<file path="src/rtl/maxnet_controller.sv">
// Maxnet winner-take-all sequencer: reads four activations, applies lateral
// inhibition, writes them back, and repeats until one survivor or MAX_ITER.
module maxnet_controller #(
  parameter int DATA_W    = 32,
  parameter int EPS_SHIFT = 2,
  parameter int MAX_ITER  = 16
) (
  input  logic              clk,
  input  logic              rst,
  input  logic              start,
  output logic              busy,
  output logic              done,
  output logic [1:0]        winner,
  output logic              winner_valid,
  output logic              timeout,
  output logic [7:0]        iter_count,
  output logic [1:0]        mem_addr,
  output logic              mem_we,
  output logic [DATA_W-1:0] mem_wdata,
  input  logic [DATA_W-1:0] mem_rdata
);

  typedef enum logic [2:0] {
    S_IDLE,
    S_READ,
    S_CALC,
    S_WRITE,
    S_CHECK,
    S_DONE
  } state_t;

  state_t            r_state;
  logic [1:0]        r_idx;
  logic [DATA_W-1:0] r_a [4];

  logic [DATA_W+1:0] w_sum;
  logic [DATA_W+1:0] w_inh [4];
  logic [DATA_W-1:0] w_n   [4];
  logic [2:0]        w_nz;
  logic [1:0]        w_win;
  logic [7:0]        w_iter_next;

  // Sum is widened by two bits so four full-scale activations cannot overflow.
  always_comb begin
    w_sum = '0;
    for (int unsigned i = 0; i < 4; i++)
      w_sum = w_sum + {2'b00, r_a[i]};
    for (int unsigned i = 0; i < 4; i++) begin
      w_inh[i] = (w_sum - {2'b00, r_a[i]}) >> EPS_SHIFT;
      w_n[i]   = ({2'b00, r_a[i]} > w_inh[i]) ? r_a[i] - w_inh[i][DATA_W-1:0] : '0;
    end
  end

  always_comb begin
    w_nz  = '0;
    w_win = '0;
    for (int unsigned i = 0; i < 4; i++) begin
      if (r_a[i] != '0) begin
        w_nz  = w_nz + 3'd1;
        w_win = 2'(i);
      end
    end
    w_iter_next = iter_count + 8'd1;
  end

  // Bus outputs decode the state register directly so mem_we clears as soon as rst does.
  always_comb begin
    mem_addr  = '0;
    mem_we    = 1'b0;
    mem_wdata = '0;
    if (r_state == S_READ) begin
      mem_addr = r_idx;
    end else if (r_state == S_WRITE) begin
      mem_addr  = r_idx;
      mem_we    = 1'b1;
      mem_wdata = r_a[r_idx];
    end
  end

  always_ff @(posedge clk or posedge rst) begin
    if (rst) begin
      r_state      <= S_IDLE;
      r_idx        <= '0;
      for (int unsigned i = 0; i < 4; i++) r_a[i] <= '0;
      busy         <= 1'b0;
      done         <= 1'b0;
      winner       <= '0;
      winner_valid <= 1'b0;
      timeout      <= 1'b0;
      iter_count   <= '0;
    end else begin
      case (r_state)
        S_IDLE: begin
          if (start) begin
            r_state      <= S_READ;
            r_idx        <= '0;
            busy         <= 1'b1;
            iter_count   <= '0;
            winner       <= '0;
            winner_valid <= 1'b0;
            timeout      <= 1'b0;
          end
        end
        S_READ: begin
          r_a[r_idx] <= mem_rdata;
          r_idx      <= r_idx + 2'd1;
          if (r_idx == 2'd3) r_state <= S_CALC;
        end
        S_CALC: begin
          for (int unsigned i = 0; i < 4; i++) r_a[i] <= w_n[i];
          r_state <= S_WRITE;
        end
        S_WRITE: begin
          r_idx <= r_idx + 2'd1;
          if (r_idx == 2'd3) r_state <= S_CHECK;
        end
        S_CHECK: begin
          iter_count <= w_iter_next;
          if (w_nz <= 3'd1) begin
            r_state      <= S_DONE;
            done         <= 1'b1;
            winner_valid <= (w_nz == 3'd1);
            winner       <= w_win;
          end else if (w_iter_next == 8'(MAX_ITER)) begin
            r_state      <= S_DONE;
            done         <= 1'b1;
            timeout      <= 1'b1;
            winner_valid <= 1'b0;
            winner       <= '0;
          end else begin
            r_state <= S_READ;
            r_idx   <= '0;
          end
        end
        S_DONE: begin
          done    <= 1'b0;
          busy    <= 1'b0;
          r_state <= S_IDLE;
        end
        default: r_state <= S_IDLE;
      endcase
    end
  end

endmodule

</file>
<file path="config.mk">
export PLATFORM = sky130hd
export DESIGN_NAME = maxnet_controller
export DESIGN_NICKNAME = d
export VERILOG_FILES = /design/src/rtl/maxnet_controller.sv
export SDC_FILE = /design/constraint.sdc
export NUM_CORES = 1
export LEC_CHECK = 0
export BUFFER_PORTS_ARGS = -buffer_cell sky130_fd_sc_hd__buf_2
export CAP_MARGIN = 0
export CORE_ASPECT_RATIO = 0.75
export CORE_MARGIN = 1.5
export CORE_UTILIZATION = 65
export CTS_CLUSTER_DIAMETER = 50
export CTS_CLUSTER_SIZE = 12
export DETAILED_ROUTE_END_ITERATION = 8
export GPL_TIMING_DRIVEN = 0
export PLACE_DENSITY_LB_ADDON = 0.15
export REMOVE_ABC_BUFFERS = 1
export SYNTH_ARGS = -nofsm -noshare
export SYNTH_HDL_FRONTEND = slang
export SYNTH_SLANG_ARGS = --single-unit
</file>
<file path="constraint.sdc">
create_clock -name clk -period 10.12 [get_ports clk]
set_input_delay 2.024 -clock clk [delete_from_list [all_inputs] [get_ports clk]]
set_output_delay 2.024 -clock clk [all_outputs]
set_load 0.01 [all_outputs]
</file>
# --- Word level (Yosys, flattened, before mapping) ---
# Index checks and enable logic that the tools add are counted.
totals:
  ram_bits: 0
  latch_bits: 0
  output_inout_bits: 49
  wordCells: 120
  rom_bits: 0
  n_memories: 0
  inputBits: 35
  ff_bits: 147
classes:
  n_mul: 0
  addsub: 16
  eq_ne: 15
  n_div: 0
  order_cmp: 7
  shift: 0
  bitwise: 1
  n_mux: 50
  reduce_logical: 19
op_table:
  columns: ["operator", "count"]
  rows:
  - ["$mux 32", 9]
  - ["$pmux 128 s2", 1]
  - ["$sub 34x32->34", 4]
  - ["$bwmux 128", 1]
  - ["$gt 32x32->1", 4]
  - ["$reduce_bool 32->1", 4]
  - ["$sub 32x32->32", 4]
  - ["$bmux 32 s2", 1]
  - ["$demux 32 s2", 1]
  - ["$add 33x32->34", 1]
  - ["$add 34x32->34", 1]
  - ["$add 32x32->33", 1]
  - ["$mux 3", 8]
  - ["$mux 2", 9]
  - ["$pmux 8 s2", 1]
  - ["$pmux 3 s5", 1]
  - ["$mux 1", 11]
  - ["$add 3x1->3 const B", 3]
  - ["$add 8x1->8 const B", 1]
  - ["$eq 8x5->1 const B", 1]
  - ["$mux 8", 1]
  - ["$ne 2x2->1 const B", 4]
  - ["$pmux 1 s2", 4]
  - ["$reduce_and 4->1", 2]
  - ["20 further kinds", 30]

# --- Depth between registers and ports, before layout ---
# Gate-level depths: netlist (run 1).
logic_depth:
  depth_word: 11
  ltp_mapped: 39
  ltp_nobuf: 38

# --- Worst setup path before layout (run 1) ---
# OpenSTA, ideal clock, no wires.
synth_path:
  kind: "reg2reg"
  from: "register r_a[1] in the netlist's numbering"
  to: "register r_a[39] in the netlist's numbering"
  setup_ps: 133
  path_buffers: 1
  required_time_ps: 9987
  period_less_slack_ps: 7395
  arrival_time_ps: 7262
  path_stages_with_launch: 38
  setup_slack_ps: 2725
  path_cell_list: "dfrtp_1 inv_1 fa_1 fa_1 inv_1 ha_1 inv_1 fa_1 nor2b_1 o31a_1 o21ai_0 inv_1 a21oi_1 o21ai_0 a21oi_1 nand2b_1 a21oi_1 ha_1 [2 not listed] nand2_1 a21o_1 a31oi_1 nor2b_1 o21a_1 nor2_1 xor2_1 ha_1 a21o_1 a21o_1 a21o_1 a221oi_2 a21boi_0 o31a_1 o311a_1 clkbuf_1 a221oi_1 a21oi_1"
synth_via:
  elab_chain_cells: 5
  word_cells_on_any_way: 6
  cone_classes: "add/sub (3); order compare (1); mux (2)"
synth_rtl:
  columns: ["element", "line_no", "rtl"]
  rows:
  - ["start: declaration", "34", "logic [DATA_W-1:0] r_a [4];"]
  - ["start signal: indexed assignment", "105", "r_a[r_idx] <= mem_rdata;"]
  - ["$add 34x32->34 *", "47", "w_sum = w_sum + {2'b00, r_a[i]};"]
  - ["$sub 34x32->34 *", "49", "w_inh[i] = (w_sum - {2'b00, r_a[i]}) >> EPS_SHIFT;"]
  - ["$sub 32x32->32 / $gt 32x32->1 (equally long branches)", "50", "w_n[i] = ({2'b00, r_a[i]} > w_inh[i]) ? r_a[i] - w_inh[i][DATA_W-1:0] : '0;"]
  - ["$mux 32 *", "50", null]
  - ["$pmux 128 s2 *", "92", "case (r_state)"]
# Every way passes the cells marked *; elsewhere a longest branch is shown, timed or not.
# A chain may end at the register's enable or synchronous reset.

# --- Final worst setup path (run 1) ---
layout_path:
  from: "register r_a[33] in the netlist's numbering"
  to: "register r_a[27] in the netlist's numbering"
layout_via:
  elab_chain_cells: 6
  word_cells_on_any_way: 7
  cone_classes: "add/sub (4); order compare (1); mux (2)"
layout_rtl:
  columns: ["element", "line_no"]
  rows:
  - ["$add 33x32->34 *", "47"]
  - ["$add 34x32->34 *", "47"]
  - ["$sub 34x32->34 *", "49"]
  - ["$sub 32x32->32 / $gt 32x32->1 (equally long branches)", "50"]
  - ["$mux 32 *", "50"]
  - ["$pmux 128 s2 *", "92"]
# Marks and branches as above.

==> out/results.tsv, run 1 <==
metric	value	unit
setup_violations	0	
yosys_warnings	0	
timing.fmax	0.100	GHz
whs_path_depth	2	
synthArstFlopShare	100	%
start_kind	flip-flop	
tns	0	ps
cts_tree	yes	
synth_most_common_cell	a21oi_1	
rows	58	
slew_headroom	16.1	%
netlist_area	22600	sq um
rrSetupSlack	130	ps
final_cells	3285	
coreArea	33900	sq um
hold_viol_final	0	
syn_inst	2796	
hold_path_class	flip-flop to flip-flop	
io_pins	84	
period_minus_slack	9990	ps
rsz0062_at_grt	no	
clkLatencyLatePin	480	ps
synthFlopType	dfrtp_1	
grt_pass1_wl	124000	um
overflow	0	
avgSynthCellArea	8.09	sq um
wl_per_cell	25.7	um
r2r_end	r_a[27]$_DFFE_PP0P_	
antenna_found_initial	1	
grt_usage	46.3	%
drc	0	
grt_pass1_vias	21561	
totalWireLength	84400	um
initial_core_util	66.8	%
path_clk_slew	80	ps
port_buffers	83	
first_pass_iters	8	
cp_max_fo	24	
nets	3219	
netlist_top_cells_count	297 x a21oi_1, 294 x ha_1, 246 x inv_1, 211 x nand2_1, 156 x nor2_1	
dp_cells	3253	
worst_path_max_delay_cell	a2111oi_0	
num_antenna_cells	0	
dr_total_vias	23341	
fin_worst_skew	20.9	ps
cap_violations	0	
hpwl	68200	um
end_kind	flip-flop	
worstMarginPinSlew	1240	ps
clockRootBuffer	clkbuf_16	
critPathKind	flip-flop to flip-flop	
via_per_inst	7.11	
ys_types	81	
cpPeakStageDelay	830	ps
ys_ff_latch	147	
die_w	218	um
whs_endpoint	winner_valid$_DFFE_PP0P_	
cts_buffer_depth	2	
final_area	24100	sq um
cp.required	10400	ps
drive_above_1_share	7.69	%
hold_start	winner_valid$_DFFE_PP0P_	
cts_htree_levels	4	
numClockSinks	147	
rr_startpoint	r_a[33]$_DFFE_PP0P_	
drt-initial-drc-count	3507	
die-area	36000	sq um
cts_made_buffers	17	
seq_area_frac_synth	16.3	%
gp_congestion	1.10	
ant_nets	0	
synthTopCellsByArea	dfrtp_1 16%, ha_1 16%, a21oi_1 6.6%, fa_1 6.0%, xnor2_1 5.8%	
post_cts_buffers	0	
critical_path_arrival	10280	ps
synth_top_area_share	16.3	%
post_dp_cell_area	23500	sq um
outcome	completed	
area_delta_synth_final	6.41	%
grt_start_max_net_pins	82	
synth_area_leader_cell	dfrtp_1	
synth_edf_count	0	
post-route-period-util	98.8	%
die_y	165	um
drv_slew	0	
rr_worst_depth	30	
worst max-delay path by stage:
| stage | start | end | slack (ps) | cells past startpoint |
|---|---|---|---|---|
| 2_1_floorplan | r_a[33]$_DFFE_PP0P_ | r_a[107]$_DFFE_PP0P_ | 2440 | 30 |
| 3_3_place_gp | r_a[33]$_DFFE_PP0P_ | r_a[98]$_DFFE_PP0P_ | 6 | 29 |
| 3_5_place_dp | r_a[33]$_DFFE_PP0P_ | r_a[72]$_DFFE_PP0P_ | 260 | 28 |
| 4_1_cts | r_a[33]$_DFFE_PP0P_ | r_a[79]$_DFFE_PP0P_ | 210 | 28 |
| 5_1_grt | r_a[33]$_DFFE_PP0P_ | r_a[29]$_DFFE_PP0P_ | 70 | 32 |
| 6_report | r_a[33]$_DFFE_PP0P_ | r_a[27]$_DFFE_PP0P_ | 130 | 30 |
layout by cell type (no fill, tap or decap), types with 24 or more instances in the layout:
| cell | netlist | routed |
|---|---|---|
| a21oi_1 | 297 | 294 |
| ha_1 | 294 | 294 |
| inv_1 | 246 | 245 |
| nand2_1 | 211 | 208 |
| nor2_1 | 156 | 156 |
| xnor2_1 | 149 | 149 |
| dfrtp_1 | 147 | 145 |
| o21ai_0 | 142 | 142 |
| a21o_1 | 126 | 126 |
| xor2_1 | 87 | 87 |
| buf_2 | 0 | 83 |
| and3_1 | 68 | 68 |
| nand3_1 | 68 | 68 |
| fa_1 | 68 | 68 |
| a221oi_1 | 51 | 51 |
| nand4_1 | 47 | 47 |
| nor4_1 | 37 | 37 |
| a31oi_1 | 37 | 37 |
| nand2b_1 | 35 | 34 |
| o21a_1 | 35 | 34 |
| nor2b_1 | 34 | 33 |
| mux4_2 | 32 | 32 |
| nor3_1 | 29 | 29 |
| o21bai_1 | 25 | 25 |
| or2_2 | 24 | 24 |
| o221ai_1 | 24 | 24 |
metrics by stage:
step           util, %  hold slack, ps  setup WS (ps)
6_report          71.0             527            126
5_1_grt           71.0             558           74.7
4_1_cts           71.0             526            209
3_5_place_dp      69.2             509            256
3_3_place_gp      68.7             482           6.09
2_1_floorplan        -             515           2440
sequential cells by signal, summed over array words and instances, names as in the netlist:
| signal | cells |
|---|---|
| r_a | 128 |
| winner_valid | 1 |
| timeout | 1 |
| winner | 2 |
| r_idx | 2 |
| busy | 1 |
| r_state | 3 |
| iter_count | 8 |
| done | 1 |
logic make-up after synthesis:
kind of cell,count (synthesis),share of synthesized area [%]
flip-flops,147,16.3
XOR/XNOR,237,9.21
AO/OA/AOI/OAI,922,26.8
buffers and inverters,330,5.51
AND/OR/NAND/NOR,764,16.7
multiplexers,34,3.28
adder cells (fa/ha/maj),362,22.3
final cells by class:
class / instances / area [sq um]
clock buffer: 17 / 425
timing repair buffer: 90 / 553
tap: 450 / 563
multi-input combinational: 2319 / 17700
clock inverter: 15 / 180
sequential: 147 / 3680
inverter: 247 / 935
fill: 2630 / 9810
timing repair:
action / in CTS / in global routing
hold buffers: 0 / 0
setup endpoints to repair: 0 / 43
gates resized for setup: 0 / 3
critical path: cells and delay by family, from the launching register on:
family	cells	cell delay [ps]
buf+inv	2	270
simple gates	7	1390
compound gates	15	5250
fa+ha+maj	5	2090
flops	1	580
xor+xnor	1	200
routing by layer:
metal / track usage [%] / vias to the layer above / share of wire [%] / wire length, um
met2: 62.5 / 1715 / 38 / 32300
met5: 0 / - / 0.044 / 37
li1: - / 10365 / - / -
met4: 15.3 / 4 / 3.6 / 3020
met1: 64.5 / 11019 / 40 / 34000
met3: 21.0 / 238 / 18 / 15000
Power of run 1 is not shown: default switching activity piles up to over one toggle a cycle in this logic, so the estimate is an artifact.
==> run 2: changes to the inputs <==
--- a/config.mk
+++ b/config.mk
@@ -10,6 +10,7 @@
 export CORE_ASPECT_RATIO = 0.75
 export CORE_MARGIN = 1.5
 export CORE_UTILIZATION = 65
+export CTS_BUF_LIST = sky130_fd_sc_hd__clkbuf_4 sky130_fd_sc_hd__clkbuf_8
 export CTS_CLUSTER_DIAMETER = 50
 export CTS_CLUSTER_SIZE = 12
 export DETAILED_ROUTE_END_ITERATION = 8
==> out/results.tsv, run 2 (synthesis results as in run 1) <==
metric	value	unit	change
outcome	finished with violations		was completed
violations	design-rule violations		
cts_tree	yes		unchanged
hold_path_class	flip-flop to flip-flop		unchanged
start_kind	flip-flop		unchanged
cap_violations	0		unchanged
timing.fmax	0.101	GHz	was 0.100 GHz
layout_common_cells	294 x a21oi_1, 294 x ha_1, 245 x inv_1, 208 x nand2_1, 156 x nor2_1		unchanged
crit_family	compound AO/OA/AOI/OAI gates		unchanged
drive_above_1_share	7.69	%	unchanged
final_area	23900	sq um	was 24100 sq um
cts_htree_levels	4		unchanged
critPathKind	flip-flop to flip-flop		unchanged
die_y	165	um	unchanged
post_dp_cell_area	23500	sq um	unchanged
cp.required	10460	ps	was 10400 ps
clockRootBuffer	clkbuf_8		was clkbuf_16
grt_pass1_wl	124000	um	about the same
nets	3219		unchanged
grt_pass1_vias	21404		was 21561
fin_worst_skew	33.0	ps	was 20.9 ps
drc	6		was 0
worst_path_max_delay_cell	a21oi_1		was a2111oi_0
ant_nets	0		unchanged
port_buffers	83		unchanged
drv_slew	0		unchanged
whs_path_depth	2		unchanged
rr_startpoint	r_a[33]$_DFFE_PP0P_		unchanged
worstMarginPinSlew	1250	ps	was 1240 ps
overflow	0		unchanged
end_kind	flip-flop		unchanged
setup_violations	0		unchanged
antenna_found_initial	1		unchanged
totalWireLength	84200	um	was 84400 um
grt_usage	46.0	%	was 46.3%
largest_register_ffs	128		unchanged
num_antenna_cells	0		unchanged
hold_start	winner[0]$_DFFE_PP0P_		was winner_valid$_DFFE_PP0P_
r2r_end	r_a[27]$_DFFE_PP0P_		unchanged
whs_endpoint	winner[0]$_DFFE_PP0P_		was winner_valid$_DFFE_PP0P_
dr_total_vias	23197		was 23341
wl_per_cell	25.6	um	was 25.7 um
die-area	36000	sq um	unchanged
rr_worst_depth	30		unchanged
tns	0	ps	unchanged
fillers	2668		was 2630
via_per_inst	7.06		was 7.11
dp_cells	3253		unchanged
first_pass_iters	9		was 8
critical_path_arrival	10270	ps	was 10280 ps
clkLatencyLatePin	540	ps	was 480 ps
rsz0062_at_grt	no		unchanged
gp_congestion	1.10		unchanged
final_cells	3285		unchanged
slew_headroom	16.1	%	about the same
die_w	218	um	unchanged
io_pins	84		unchanged
cp_max_fo	24		unchanged
grt_start_max_net_pins	82		unchanged
worst_hold_slack	531	ps	was 527 ps
numClockSinks	147		unchanged
drt-initial-drc-count	3498		was 3507
initial_core_util	66.8	%	unchanged
reg_top3	r_a x128, iter_count x8, r_state x3		unchanged
hold_viol_final	0		unchanged
hpwl	68200	um	unchanged
period_minus_slack	9940	ps	was 9990 ps
cts_made_buffers	17		unchanged
area_delta_synth_final	5.56	%	was 6.41%
path_clk_slew	120	ps	was 80 ps
rrSetupSlack	180	ps	was 130 ps
cpPeakStageDelay	770	ps	was 830 ps
post-route-period-util	98.2	%	was 98.8%
coreArea	33900	sq um	unchanged
ctsHoldBuffers	0		unchanged
cts_buffer_depth	2		unchanged
top_register	r_a		unchanged
rows	58		unchanged
worst-path-buf-inv	2		unchanged
[run 2: worst max-delay path by stage]
stage	endpoint	depth (start not counted)	startpoint	slack [ps]
floorplan	r_a[107]$_DFFE_PP0P_	30	r_a[33]$_DFFE_PP0P_	2440
CTS	r_a[79]$_DFFE_PP0P_	28	r_a[33]$_DFFE_PP0P_	200
global route	r_a[29]$_DFFE_PP0P_	30	r_a[33]$_DFFE_PP0P_	30
finish	r_a[27]$_DFFE_PP0P_	30	r_a[33]$_DFFE_PP0P_	180
detailed placement	r_a[72]$_DFFE_PP0P_	28	r_a[33]$_DFFE_PP0P_	260
global placement	r_a[98]$_DFFE_PP0P_	29	r_a[33]$_DFFE_PP0P_	6
[run 2: layer usage]
| metal | vias up | part of all wire (%) | wire (um) | GRT usage, % |
|---|---|---|---|---|
| li1 | 10333 | - | - | - |
| met1 | 10967 | 41 | 34200 | 64.1 |
| met2 | 1660 | 38 | 32000 | 62.2 |
| met3 | 235 | 18 | 15000 | 21.5 |
| met4 | 2 | 3.5 | 2910 | 14.0 |
| met5 | - | 0.012 | 10 | 0 |
[run 2: cell type report]
cell class              instances  area (sq um)  area share (%)
clock buffers                  17           234           0.980
clock inverters                15           180           0.754
inverters                     247           935            3.91
multi-input cells            2319         17700            74.3
flip-flops and latches        147          3680            15.4
well taps                     450           563            2.36
repair buffers                 90           553            2.32
[run 2: worst register-to-register path, delay by kind of cell, from the launching register on]
family | cells | cell delay [ps]
adders and majority gates | 5 | 2090
and+or+nand+nor | 7 | 1400
DFF | 1 | 580
AOI/OAI and AO/OA | 15 | 5180
buffers and inverters | 2 | 280
xor gates and xnor gates | 1 | 190
[run 2: per-stage QoR]
| stage | utilization, % | setup WS (ps) |
|---|---|---|
| after floorplan | - | 2440 |
| after global placement | 68.7 | 6.09 |
| after detailed placement | 69.2 | 256 |
| after CTS | 70.5 | 196 |
| after global routing | 70.5 | 34.3 |
| final | 70.5 | 182 |
[run 2: what timing repair did]
action                                  in CTS  in global routing
endpoints found under the setup margin       0                 62
setup buffers                                0                  0
endpoints found under the hold margin        0                  0
resized for setup                            0                  3
Power of run 2 is left out for the same reason.
